$ cat src/rtl/mc_controller.sv
// mc_controller: multicycle RISC-V control unit (Moore FSM).
// Ports:
//   clk, reset_n               - clock, asynchronous active-low reset
//   Op, funct3, funct7b5       - instruction fields from the instruction register
//   Zero, MemReady             - ALU zero flag, memory completion handshake
//   PCWrite, AdrSrc, IRWrite,
//   MemWrite, RegWrite         - datapath write enables / address select
//   ResultSrc, ALUSrcA,
//   ALUSrcB, ImmSrc            - datapath mux selects
//   ALUControl                 - ALU operation
//   Illegal                    - pulses in DECODE on an unsupported opcode
//   State                      - current state code (debug)
module mc_controller (
   input  logic       clk,
   input  logic       reset_n,
   input  logic [6:0] Op,
   input  logic [2:0] funct3,
   input  logic       funct7b5,
   input  logic       Zero,
   input  logic       MemReady,
   output logic       PCWrite,
   output logic       AdrSrc,
   output logic       IRWrite,
   output logic       MemWrite,
   output logic       RegWrite,
   output logic [1:0] ResultSrc,
   output logic [1:0] ALUSrcA,
   output logic [1:0] ALUSrcB,
   output logic [1:0] ImmSrc,
   output logic [2:0] ALUControl,
   output logic       Illegal,
   output logic [3:0] State
);

   typedef enum logic [3:0] {
      FETCH    = 4'd0,
      DECODE   = 4'd1,
      MEMADR   = 4'd2,
      MEMREAD  = 4'd3,
      MEMWB    = 4'd4,
      MEMWRITE = 4'd5,
      EXECUTER = 4'd6,
      ALUWB    = 4'd7,
      EXECUTEI = 4'd8,
      JAL      = 4'd9,
      BEQ      = 4'd10
   } state_t;

   localparam logic [1:0] ALUOP_ADD  = 2'b00;
   localparam logic [1:0] ALUOP_SUB  = 2'b01;
   localparam logic [1:0] ALUOP_FUNC = 2'b10;

   localparam logic [6:0] OP_LW   = 7'b0000011;
   localparam logic [6:0] OP_SW   = 7'b0100011;
   localparam logic [6:0] OP_R    = 7'b0110011;
   localparam logic [6:0] OP_I    = 7'b0010011;
   localparam logic [6:0] OP_JAL  = 7'b1101111;
   localparam logic [6:0] OP_BEQ  = 7'b1100011;

   state_t     state;
   logic       branch;
   logic       pcupdate;
   logic [1:0] aluop;

   // State register; only the FSM state is reset, everything else is decoded from it.
   always_ff @(posedge clk or negedge reset_n) begin
      if (!reset_n) begin
         state <= FETCH;
      end else begin
         case (state)
            FETCH:    state <= MemReady ? DECODE : FETCH;
            DECODE: begin
               case (Op)
                  OP_LW, OP_SW: state <= MEMADR;
                  OP_R:         state <= EXECUTER;
                  OP_I:         state <= EXECUTEI;
                  OP_JAL:       state <= JAL;
                  OP_BEQ:       state <= BEQ;
                  default:      state <= FETCH;
               endcase
            end
            MEMADR:   state <= Op[5] ? MEMWRITE : MEMREAD;
            MEMREAD:  state <= MemReady ? MEMWB : MEMREAD;
            MEMWB:    state <= FETCH;
            MEMWRITE: state <= MemReady ? FETCH : MEMWRITE;
            EXECUTER: state <= ALUWB;
            EXECUTEI: state <= ALUWB;
            ALUWB:    state <= FETCH;
            JAL:      state <= ALUWB;
            BEQ:      state <= FETCH;
            default:  state <= FETCH;
         endcase
      end
   end

   // Per-state output decode; MemReady gates the fetch enables combinationally.
   always_comb begin
      AdrSrc    = 1'b0;
      IRWrite   = 1'b0;
      MemWrite  = 1'b0;
      RegWrite  = 1'b0;
      ResultSrc = 2'b00;
      ALUSrcA   = 2'b00;
      ALUSrcB   = 2'b00;
      aluop     = ALUOP_ADD;
      branch    = 1'b0;
      pcupdate  = 1'b0;
      Illegal   = 1'b0;
      case (state)
         FETCH: begin
            ALUSrcB   = 2'b10;
            ResultSrc = 2'b10;
            IRWrite   = MemReady;
            pcupdate  = MemReady;
         end
         DECODE: begin
            ALUSrcA = 2'b01;
            ALUSrcB = 2'b01;
            case (Op)
               OP_LW, OP_SW, OP_R, OP_I, OP_JAL, OP_BEQ: Illegal = 1'b0;
               default:                                  Illegal = 1'b1;
            endcase
         end
         MEMADR: begin
            ALUSrcA = 2'b10;
            ALUSrcB = 2'b01;
         end
         MEMREAD: AdrSrc = 1'b1;
         MEMWB: begin
            ResultSrc = 2'b01;
            RegWrite  = 1'b1;
         end
         MEMWRITE: begin
            AdrSrc   = 1'b1;
            MemWrite = 1'b1;
         end
         EXECUTER: begin
            ALUSrcA = 2'b10;
            aluop   = ALUOP_FUNC;
         end
         EXECUTEI: begin
            ALUSrcA = 2'b10;
            ALUSrcB = 2'b01;
            aluop   = ALUOP_FUNC;
         end
         ALUWB: RegWrite = 1'b1;
         JAL: begin
            ALUSrcA  = 2'b01;
            ALUSrcB  = 2'b10;
            pcupdate = 1'b1;
         end
         BEQ: begin
            ALUSrcA = 2'b10;
            aluop   = ALUOP_SUB;
            branch  = 1'b1;
         end
         default: ;
      endcase
   end

   assign PCWrite = (branch & Zero) | pcupdate;

   always_comb begin
      case (Op)
         OP_SW:   ImmSrc = 2'b01;
         OP_BEQ:  ImmSrc = 2'b10;
         OP_JAL:  ImmSrc = 2'b11;
         default: ImmSrc = 2'b00;
      endcase
   end

   // Subtract only for R-type with funct7b5 set; I-type addi ignores bit 30.
   always_comb begin
      case (aluop)
         ALUOP_ADD: ALUControl = 3'b000;
         ALUOP_SUB: ALUControl = 3'b001;
         ALUOP_FUNC: begin
            case (funct3)
               3'b000:  ALUControl = (Op[5] & funct7b5) ? 3'b001 : 3'b000;
               3'b010:  ALUControl = 3'b101;
               3'b110:  ALUControl = 3'b011;
               3'b111:  ALUControl = 3'b010;
               default: ALUControl = 3'b000;
            endcase
         end
         default:   ALUControl = 3'b000;
      endcase
   end

   assign State = state;

endmodule

$ cat config.mk
export PLATFORM = sky130hd
export DESIGN_NAME = mc_controller
export DESIGN_NICKNAME = d
export VERILOG_FILES = /design/src/rtl/mc_controller.sv
export SDC_FILE = /design/constraint.sdc
export NUM_CORES = 1
export LEC_CHECK = 0
export ABC_CLOCK_PERIOD_IN_PS = 5350
export BUFFER_PORTS_ARGS = -buffer_cell sky130_fd_sc_hd__buf_2
export CAP_MARGIN = 20
export CORE_MARGIN = 2
export CORE_UTILIZATION = 45
export DETAILED_ROUTE_END_ITERATION = 12
export PLACE_DENSITY = 0.94
export SYNTH_ARGS = -nofsm -noshare
export SYNTH_HDL_FRONTEND = slang
export SYNTH_SLANG_ARGS = --single-unit
$ cat constraint.sdc
create_clock -name clk -period 5.35 [get_ports clk]
set_input_delay 0.535 -clock clk [delete_from_list [all_inputs] [get_ports clk]]
set_output_delay 0.535 -clock clk [all_outputs]
set_load 0.05 [all_outputs]
**Yosys cells after proc, flatten, opt, wreduce, memory -nomap -nowiden**

Index checks and enable logic that the tools add are counted.

- Bits in registers: 4
- Latch bits: 0
- Memory bits (writable): 0
- ROM bits: 0
- Bits of input ports: 15
- Output and inout port bits: 21
- Logic and storage cells: 59
- Memories: 0

- Add/subtract/negate cells: 0
- Multiply operators: 0
- Div/mod/pow operators: 0
- Order comparisons: 0
- Equal/unequal tests: 21
- Shift-type cells: 0
- Mux-type cells: 22
- Bitwise operators: 3
- Reduce and logical (&&, ||, !) cells: 12

Operators by type and width:

| cell | count |
|---|---|
| case mux 4 bit (6 select lines) | 1 |
| case mux 4 bit (5 select lines) | 1 |
| equality test 4 x 3 -> 1 bit (second input constant) | 4 |
| case mux 2 bit (2 select lines) | 4 |
| equality test 7 x 6 -> 1 bit (second input constant) | 2 |
| equality test 7 bit (second input constant) | 2 |
| equality test 4 bit (second input constant) | 3 |
| case mux 3 bit (4 select lines) | 1 |
| OR reduction 2 bit | 6 |
| 2-to-1 mux 1 bit | 9 |
| 2-to-1 mux 3 bit | 3 |
| equality test 4 x 2 -> 1 bit (second input constant) | 2 |
| equality test 7 x 2 -> 1 bit (second input constant) | 1 |
| equality test 7 x 5 -> 1 bit (second input constant) | 1 |
| equality test 3 bit (second input constant) | 2 |
| case mux 2 bit (3 select lines) | 1 |
| case mux 3 bit (2 select lines) | 1 |
| OR reduction 3 bit | 2 |
| OR reduction 6 bit | 1 |
| equality test 4 x 1 -> 1 bit (second input constant) | 1 |
| logical NOT 4 bit | 1 |
| OR reduction 4 bit | 1 |
| equality test 3 x 2 -> 1 bit (second input constant) | 1 |
| logical NOT 3 bit | 1 |
| 5 further kinds | 6 |

**Longest topological paths before layout**

Gate-level depths: netlist of run 1.

- Depth in word-level cells: 5
- Depth in mapped cells: 10
- Depth with buffers taken out: 9

**Least setup slack after synthesis of run 1**

Ideal clock, no wire load.

- Path type: flip-flop to output port
- From: register state[1], in the netlist State[1]
- To: output port ALUControl[2]
- Data arrival time: 3,239 ps
- Data required time: 4,815 ps
- Setup slack: 1,576 ps
- Cell stages (with the launch flop): 8
- Buffers on the path: 1
- Cell sequence: dfrtp_1 > buf_2 > inv_1 > nor2_1 > nand2_1 > a21o_1 > ha_1 > nor4_1

- Cells in the longest elaborated chain, start to end: 5
- Elaborated cells on any way between the ends: 8
- Classes of those cells: eq/ne: 5; mux: 2; reduce/logical: 1

Ends and longest elaborated chain:

| element | RTL line | text |
|---|---|---|
| start, declared | 60 | `state_t state;` |
| start signal, assigned | 71 | `FETCH: state <= MemReady ? DECODE : FETCH;` |
| start signal, assigned | 82 | `MEMADR: state <= Op[5] ? MEMWRITE : MEMREAD;` |
| start signal, assigned | 83 | `MEMREAD: state <= MemReady ? MEMWB : MEMREAD;` |
| equality test 4 bit / equality test 4 x 3 -> 1 bit (equally long branches) | 109 | `case (state)` |
| OR reduction 2 bit (no source line) | n/a |  |
| case mux 2 bit (2 select lines) (*) | 109 |  |
| equality test 2 bit / equality test 2 x 1 -> 1 bit (equally long branches) | 174 | `case (aluop)` |
| case mux 3 bit (2 select lines) (*) | 174 |  |
| end, declared | 30 | `output logic [2:0] ALUControl,` |

Every way passes the cells marked *; elsewhere a longest branch is shown, timed or not.

**Worst setup path after layout of run 1**

Same ends and word-level chain as after synthesis.

==> results.ini, run 1 <==
[routing]
routed_via_density=5.38
vias=731
routed_wl_um=1470
drtAntennaViolNets=0
drc=0
drt_iter0_drc=8
first_pass_iters=4
routedWlPerCell_um=10.8

[worst_setup_path]
cp_top_family=flip-flops
cp_num_buf_inv=2
r2r-start=State[0]
critPathRequiredTime_ps=4820
rr_endpoint=State[1]
end_kind=output port
crit_slowest_cell=dfrtp_1
r2r_slack_ps=3680
crit_chain=inv_1, nor2_1, nand2_1, a21o_1, ha_1, nor4_1, buf_2
crit_arrival_ps=2290
crit_fanout=13
cp_slowest_stage_delay_ps=540
worst_setup_path_start_kind=flop
crit_type=reg -> out
r2r_cells=4

[layout]
register_area_um2=100
final_nets=140
num-fill-cells=118
largest_reg_flops=4
area_growth_pct=33.5
num_antenna_cells=0
drive_gt1_share_pct=33.9
fin_cells=136
multi_input_area_um2=453

[cts]
path_clk_slew_ps=40
cts_root_buf=clkbuf_4
post_cts_buffers=0
htree_num_levels=1
cts_sinks=4
clockBufferDepth=2
numCtsBuffers=3
cts_resized=0
ctsHoldBuffers=0
cts_tree=built
worstSkewPairLatency_ps=230

[run_status]
outcome=finished clean

[pwr]
seqPwrFrac_pct=22.5
combPwrFrac_pct=57.7
p_int_mw=0.0874
switchingPower_mw=0.0975
p_sw_share_pct=52.7
p_per_area_nw_per_um2=234
p_leak_nw=0.411
ir_worst_vdd_mv=0.215
p_total_mw=0.185
clkPwrFrac_pct=19.8

[place]
dp_cells=133
dpl.hpwl_um=1180
gp_congestion=0.838
io_buffers=35

[sta]
maxSlewViolCount=0
hold_viol_final=0
worstMarginPinSlew_ps=511
rsz0062_at_grt=false
setup_violations=0
max_freq_mhz=354
skew_ps=2.77
min_period_ps=2830
hold_ws_ps=95.7
fin_crit_sh_pct=52.9
maxSlewHeadroom_pct=65.9
final.setup.tns_ps=0

[synthesis]
synthTopCellsByCount=8 x nand2_1, 8 x nor2_1, 7 x nor3_1
synthDistinctLibCells=34
synthCells=87
ys_ff_latch=4
synth.area.mux_share_pct=0
netlist_area_um2=591
synthXorXnorAreaFrac_pct=4.45
synthArstFlopShare_pct=100
synth_top_area_share_pct=16.9
synth_seq_area_share_pct=16.9
yosys_warnings=0
synth_top_family_by_area=simple AND/OR/NAND/NOR gates
synth_edf_count=0
synthSimpleGateAreaFrac_pct=46.0
yosys-top-cells-area=dfrtp_1 17%, nand2b_1 6.4%, nor3_1 5.9%, nand2_1 5.1%, nor2_1 5.1%
synth_top_area_cell=dfrtp_1
yosys_most_used_dff=dfrtp_1
synth_adder_area_share_pct=5.93
synth_compound_area_share_pct=20.3
synth_fp_nets=104
avgSynthCellArea_um2=6.79

[floorplan]
rows=13
die_y_um=40.2
coreArea_um2=1270
die_area_um2=1620
initial_core_util_pct=46.5
io_pins=36
die_x_um=40.2

[hold_path]
hold_class=in -> async

[grt]
track_usage_pct=20.6
grt_max_degree=19
overflow=0
grt_pass1_vias=574
grt_first_pass_wirelength_um=2280
antenna_found_initial=0

[run]
cap_violations=0

-- cells by family after synthesis --
group	after synthesis
buffers and inverters	9
XOR/XNOR	3
AND/OR/NAND/NOR	50
AO/OA/AOI/OAI	18
flip-flops	4
adder cells (fa/ha/maj)	3
-- routing by layer --
metal	up-vias	GRT usage, %	routed length [µm]
met5	-	0	0
li1	379	-	-
met3	0	5.00	106
met1	323	24.6	657
met2	29	36.7	708
met4	0	5.00	0
-- cells in the final DEF (no fill, tap or decap) --
master	count
nand2b_1	6
o311ai_1	1
nand3_1	3
maj3_1	1
nor4_1	2
nand4_1	1
a22oi_1	1
nor3b_1	3
xor2_1	1
a21o_1	2
xnor2_1	2
and3_1	1
clkbuf_4	3
a21oi_1	5
inv_1	5
buf_2	35
o21ai_0	2
nor2b_1	3
dfrtp_1	4
or3_1	2
o32a_1	1
o21bai_1	2
nor2_1	8
o22ai_1	1
o21a_1	1
nor3_1	7
ha_1	2
or2_2	2
nand2b_2	1
nand4bb_1	1
nand2_1	8
and2_1	2
a31oi_1	1
a32oi_1	1
-- worst max-delay path by stage --
stage,startpoint,endpoint,cells after the start
finish,State[1],ALUControl[2],7
detailed placement,State[1],ALUControl[2],7
CTS,State[1],ALUControl[2],7
floorplan,State[1],ALUControl[2],7
global route,State[1],ALUControl[0],10
global placement,State[1],ALUControl[0],10
-- power groups by stage --
| stage | clock [mW] | sequential (mW) | combinational, mW |
|---|---|---|---|
| floorplan | 0 | 0.0437 | 0.0798 |
| global placement | 0 | 0.0416 | 0.106 |
| detailed placement | 0 | 0.0420 | 0.107 |
| CTS | 0.0387 | 0.0415 | 0.107 |
| global route | 0.0409 | 0.0425 | 0.115 |
| finish | 0.0366 | 0.0416 | 0.107 |
-- cell type report --
type                            count  area share (%)
Inverter                            5            2.38
Multi-Input combinational cell     74            57.5
Timing Repair Buffer               35            22.2
Tap cell                           15            2.38
Sequential cell                     4            12.7
Clock buffer                        3            2.86
-- worst register-to-register path, stage by stage, from the launching register on --
cell      delay [ps]
dfrtp_1          650
nand2b_2         150
or3_1            380
o32a_1           330
o21ai_0           80
-- metrics by stage --
| stage | util [%] | setup slack (ps) | instance area (µm²) |
|---|---|---|---|
| floorplan | - | 1580 | 591 |
| CTS | 62.1 | 2510 | 788 |
| finish | 62.1 | 2520 | 788 |
| global route | 62.1 | 2230 | 788 |
| global placement | 60.4 | 2850 | 766 |
| detailed placement | 60.4 | 2780 | 766 |
No activity file was read; power rests on OpenSTA's default activity.
==> run 2, diff against run 1 <==
- ABC_CLOCK_PERIOD_IN_PS: 5350 -> 2600
- CORE_UTILIZATION: 45 -> 37
- PLACE_DENSITY: 0.94 -> 0.84
- clock period: 5.35 -> 2.6 ns (I/O delays scaled with it)
==> results.ini, run 2 (synthesis results as in run 1) <==
[sta]
hold_viol_final=0
setup_violations=0
skew_ps=4.91
maxSlewViolCount=0
rsz0062_at_grt=false
fin_crit_sh_pct=91.2
maxSlewHeadroom_pct=81.3
hold_ws_ps=324
final.setup.tns_ps=0
worstMarginPinSlew_ps=278
max_freq_mhz=422
min_period_ps=2370

[layout]
largest_reg_flops=4
fin_area_um2=888
final_nets=147
fin_cells=144
layout_common_cells=34 x buf_2, 8 x nand2_1, 7 x nor2_1, 7 x nor3_1, 6 x nand2b_1
drive_gt1_share_pct=41.4
layout_commonest_cell=buf_2
area_growth_pct=50.4
num_antenna_cells=0

[worst_setup_path]
worst_setup_path_start_kind=flop
crit_arrival_ps=2110
end_kind=output port
critPathRequiredTime_ps=2340
crit_type=reg -> out
crit_fanout=17

[grt]
grt_max_degree=18
grt_pass1_vias=630
antenna_found_initial=0
track_usage_pct=18.7
overflow=0
grt_first_pass_wirelength_um=2730

[run_status]
outcome=finished clean

[pwr]
p_per_area_nw_per_um2=448
p_leak_nw=0.452
ir_worst_vdd_mv=0.246
p_total_mw=0.398

[routing]
drt_iter0_drc=18
routedWlPerCell_um=11.8
routed_wl_um=1700
drtAntennaViolNets=0
vias=788
drc=0
routed_via_density=5.47
first_pass_iters=4

[cts]
cts_sinks=4
worstSkewPairLatency_ps=240
htree_num_levels=1
cts_tree=built
clockBufferDepth=2
path_clk_slew_ps=40
cts_root_buf=clkbuf_4
numCtsBuffers=3

[run]
cap_violations=0

[place]
io_buffers=35
gp_congestion=0.787
dp_cells=136
place_area_um2=806
dpl.hpwl_um=1280

[floorplan]
coreArea_um2=1510
die_area_um2=1930
rows=14
io_pins=36
die_y_um=44.0
die_x_um=44.0
initial_core_util_pct=39.2

[hold_path]
hold_class=in -> reg

[run 2: repair_timing]
action                                 in CTS  in global routing
buffers inserted                            0                  4
setup endpoints to repair                   0                  2
endpoints found under the hold margin       4                  0
gates resized for setup                     0                  4
hold buffers                                1                  0
[run 2: power breakdown]
group | switching (mW) | total [mW] | internal (mW)
Combinational | 0.177 | 0.246 | 0.0696
Clock | 0.0264 | 0.0781 | 0.0517
Sequential | 0.00642 | 0.0737 | 0.0672
[run 2: worst max-delay path, cell delays in order (launching register included)]
cell,delay [ps]
dfrtp_2,500
nand2b_1,200
or3_1,330
inv_1,70
ha_1,260
nor4_4,210
buf_2,300
[run 2: metal layers]
metal | track usage (%) | wire [µm] | share of wire, % | vias to the layer above
li1 | - | - | - | 395
met1 | 23.7 | 697 | 41 | 355
met2 | 30.9 | 854 | 50 | 34
met3 | 5.00 | 130 | 7.6 | 4
met4 | 5.45 | 20 | 1.2 | 0
met5 | 0 | 0 | 0 | -
[run 2: worst paths after layout]
| check | endpoint | slack, ps | start | cells past startpoint |
|---|---|---|---|---|
| max | ALUControl[2] | 230 | State[2] | 6 |
| min | State[2] | 320 | Op[5] | 3 |
| max reg2reg | State[1] | 960 | State[1] | 5 |
| min reg2reg | State[3] | 680 | State[3] | 2 |
| max in group asynchronous | State[3] | 2120 | reset_n | 2 |
| min in group asynchronous | State[1] | 350 | reset_n | 2 |
[run 2: metrics by stage]
step | util (%) | setup slack [ps]
6_report | 59.0 | 228
5_1_grt | 59.0 | 14.4
4_1_cts | 55.6 | 94.0
3_5_place_dp | 53.5 | 344
3_3_place_gp | 53.5 | 396
2_1_floorplan | - | -59.4
[run 2: layout make-up]
class,count,area (µm²)
fillers,154,618
inverters,5,18.8
flip-flops and latches,4,103
clock buffers,3,22.5
repair buffers,42,245
well taps,16,20.0
multi-input cells,74,479
==> run 3, diff against run 2 <==
- ABC_AREA: default -> 1
- CORE_UTILIZATION: 37 -> 39
- CTS_BUF_LIST: default -> sky130_fd_sc_hd__clkbuf_4 sky130_fd_sc_hd__clkbuf_8
- HOLD_SLACK_MARGIN: default -> 0.15
- PLACE_DENSITY: 0.84 -> 0.88
==> results.ini, run 3 <==
[run_status]
outcome=finished clean

[synthesis]
synthCells=100
yosys-top-cells-area=dfrtp_1 17%, nand2_1 13%, inv_1 11%, nor2_1 10%, nand3_1 9.5%
synth_seq_area_share_pct=17.4
synthTopCellsByCount=20 x nand2_1, 17 x inv_1, 16 x nor2_1
synthSimpleGateAreaFrac_pct=55.7
synth_edf_count=0
avgSynthCellArea_um2=5.77
yosys_warnings=0
synth_fp_nets=117
synth_top_area_cell=dfrtp_1
synth_adder_area_share_pct=4.34
synth.area.mux_share_pct=0
ys_ff_latch=4
yosys_most_used_dff=dfrtp_1
synthXorXnorAreaFrac_pct=0
netlist_area_um2=577
synth_most_common_cell=nand2_1
synthArstFlopShare_pct=100
synth_compound_area_share_pct=8.24
synth_top_area_share_pct=17.4
synth_top_family_by_area=simple AND/OR/NAND/NOR gates
synthDistinctLibCells=19

[worst_setup_path]
critPathRequiredTime_ps=2340
crit_chain=nor2_1, nand2_2, and2_4, inv_1, ha_1, nand2_1, nor2_1, nor2_1, a21oi_2, buf_2
r2r_cells=6
crit_arrival_ps=2120
crit_type=reg -> out
crit_fanout=5
crit_slowest_cell=dfrtp_1
cpMostUsedCell=nor2_1
cp_slowest_stage_delay_ps=440
end_kind=output port
path_depth=10
r2r-start=State[3]
worst_setup_path_start_kind=flop
crit_path_end=ALUControl[0]
rr_endpoint=State[1]
cp_top_family=simple AND/OR/NAND/NOR gates
r2r_slack_ps=1470
cp_num_buf_inv=2
worstSetupStartpoint=State[0]

[pwr]
p_total_mw=0.626
p_per_area_nw_per_um2=761
ir_worst_vdd_mv=0.359
p_leak_nw=0.554

[cts]
path_clk_slew_ps=40
ctsHoldBuffers=1
cts_root_buf=clkbuf_4
clockBufferDepth=2
post_cts_buffers=0
cts_sinks=4
numCtsBuffers=3
cts_tree=built
cts_resized=0
worstSkewPairLatency_ps=250
htree_num_levels=1

[layout]
layout_common_cells=35 x buf_2, 20 x nand2_1, 17 x inv_1, 16 x nor2_1, 11 x nand3_1
fin_cells=154
num-fill-cells=126
final_nets=158
post-route-util_pct=61.6
area_growth_pct=42.5
register_area_um2=100
multi_input_area_um2=413
drive_gt1_share_pct=41.7
fin_area_um2=822
num_antenna_cells=0
layout_commonest_cell=buf_2
largest_reg_flops=4

[sta]
hold_viol_final=0
max_freq_mhz=420
fin_crit_sh_pct=91.5
setup_violations=0
worstMarginPinSlew_ps=255
skew_ps=9.00
rsz0062_at_grt=false
maxSlewHeadroom_pct=83.1
hold_ws_ps=352
min_period_ps=2380
maxSlewViolCount=0
final.setup.tns_ps=0
fin_ws_ps=221

[routing]
routedWlPerCell_um=9.91
routed_via_density=4.84
routed_wl_um=1530
vias=745
first_pass_iters=4
drt_iter0_drc=7
drc=0
drtAntennaViolNets=0

[run]
cap_violations=0

[floorplan]
die_x_um=42.5
initial_core_util_pct=43.2
io_pins=36
rows=13
die_area_um2=1800
die_y_um=42.5
coreArea_um2=1330

[place]
post-place-ws_ps=503
gp_congestion=0.809
dpl.hpwl_um=1300
place_area_um2=790
dp_cells=150
io_buffers=35

[grt]
grt_max_degree=8
antenna_found_initial=0
overflow=0
grt_first_pass_wirelength_um=2590
grt_pass1_vias=655
track_usage_pct=19.0

[hold_path]
hold_class=in -> async

-- run 3: changes by cell type after synthesis, sizes merged, moves of 3 or more --
| cell | delta |
|---|---|
| nand2 | +16 |
| inv | +17 |
| nor2 | +15 |
| buf | -3 |
| nand2b | -7 |
| nor3b | -3 |
| nand3 | +9 |
| nor3 | -7 |
| nor2b | -3 |
-- run 3: worst min-delay path by stage --
stage	end	slack [ps]	cells past startpoint
final	State[0]	350	2
after floorplan	State[0]	-40	0
after detailed placement	State[1]	70	1
after global placement	State[3]	60	1
after CTS	State[0]	350	2
after global routing	State[0]	380	2
-- run 3: worst register-to-register path: stages (launching register included) --
cell     delay, ps
dfrtp_1        450
inv_2          110
nor2_4          40
nand2_2        110
nand3_2        100
nor2_1         110
nand3_1         80
-- run 3: report_power, final --
group          internal (mW)  leakage (nW)  switching (mW)
combinational         0.0966         0.486           0.354
sequential            0.0726        0.0541          0.0190
clock                 0.0520        0.0138          0.0316
-- run 3: layout make-up --
cell class	count	share of cell area, %
Clock buffer	3	2.74
Inverter	22	10.0
Multi-Input combinational cell	74	50.2
Sequential cell	4	12.2
Tap cell	15	2.28
Timing Repair Buffer	36	22.5
-- run 3: routing by layer --
metal / global-route usage, % / vias to the layer above / wire length [µm]
li1: - / 391 / -
met1: 20.2 / 320 / 612
met2: 34.5 / 29 / 768
met3: 3.02 / 5 / 94
met4: 11.3 / 0 / 50
met5: 0 / - / 0
-- run 3: cells by family after synthesis --
group	count (synthesis)
AOI/OAI and AO/OA	9
adders and majority gates	2
buffers and inverters	22
DFF	4
and+or+nand+nor	63
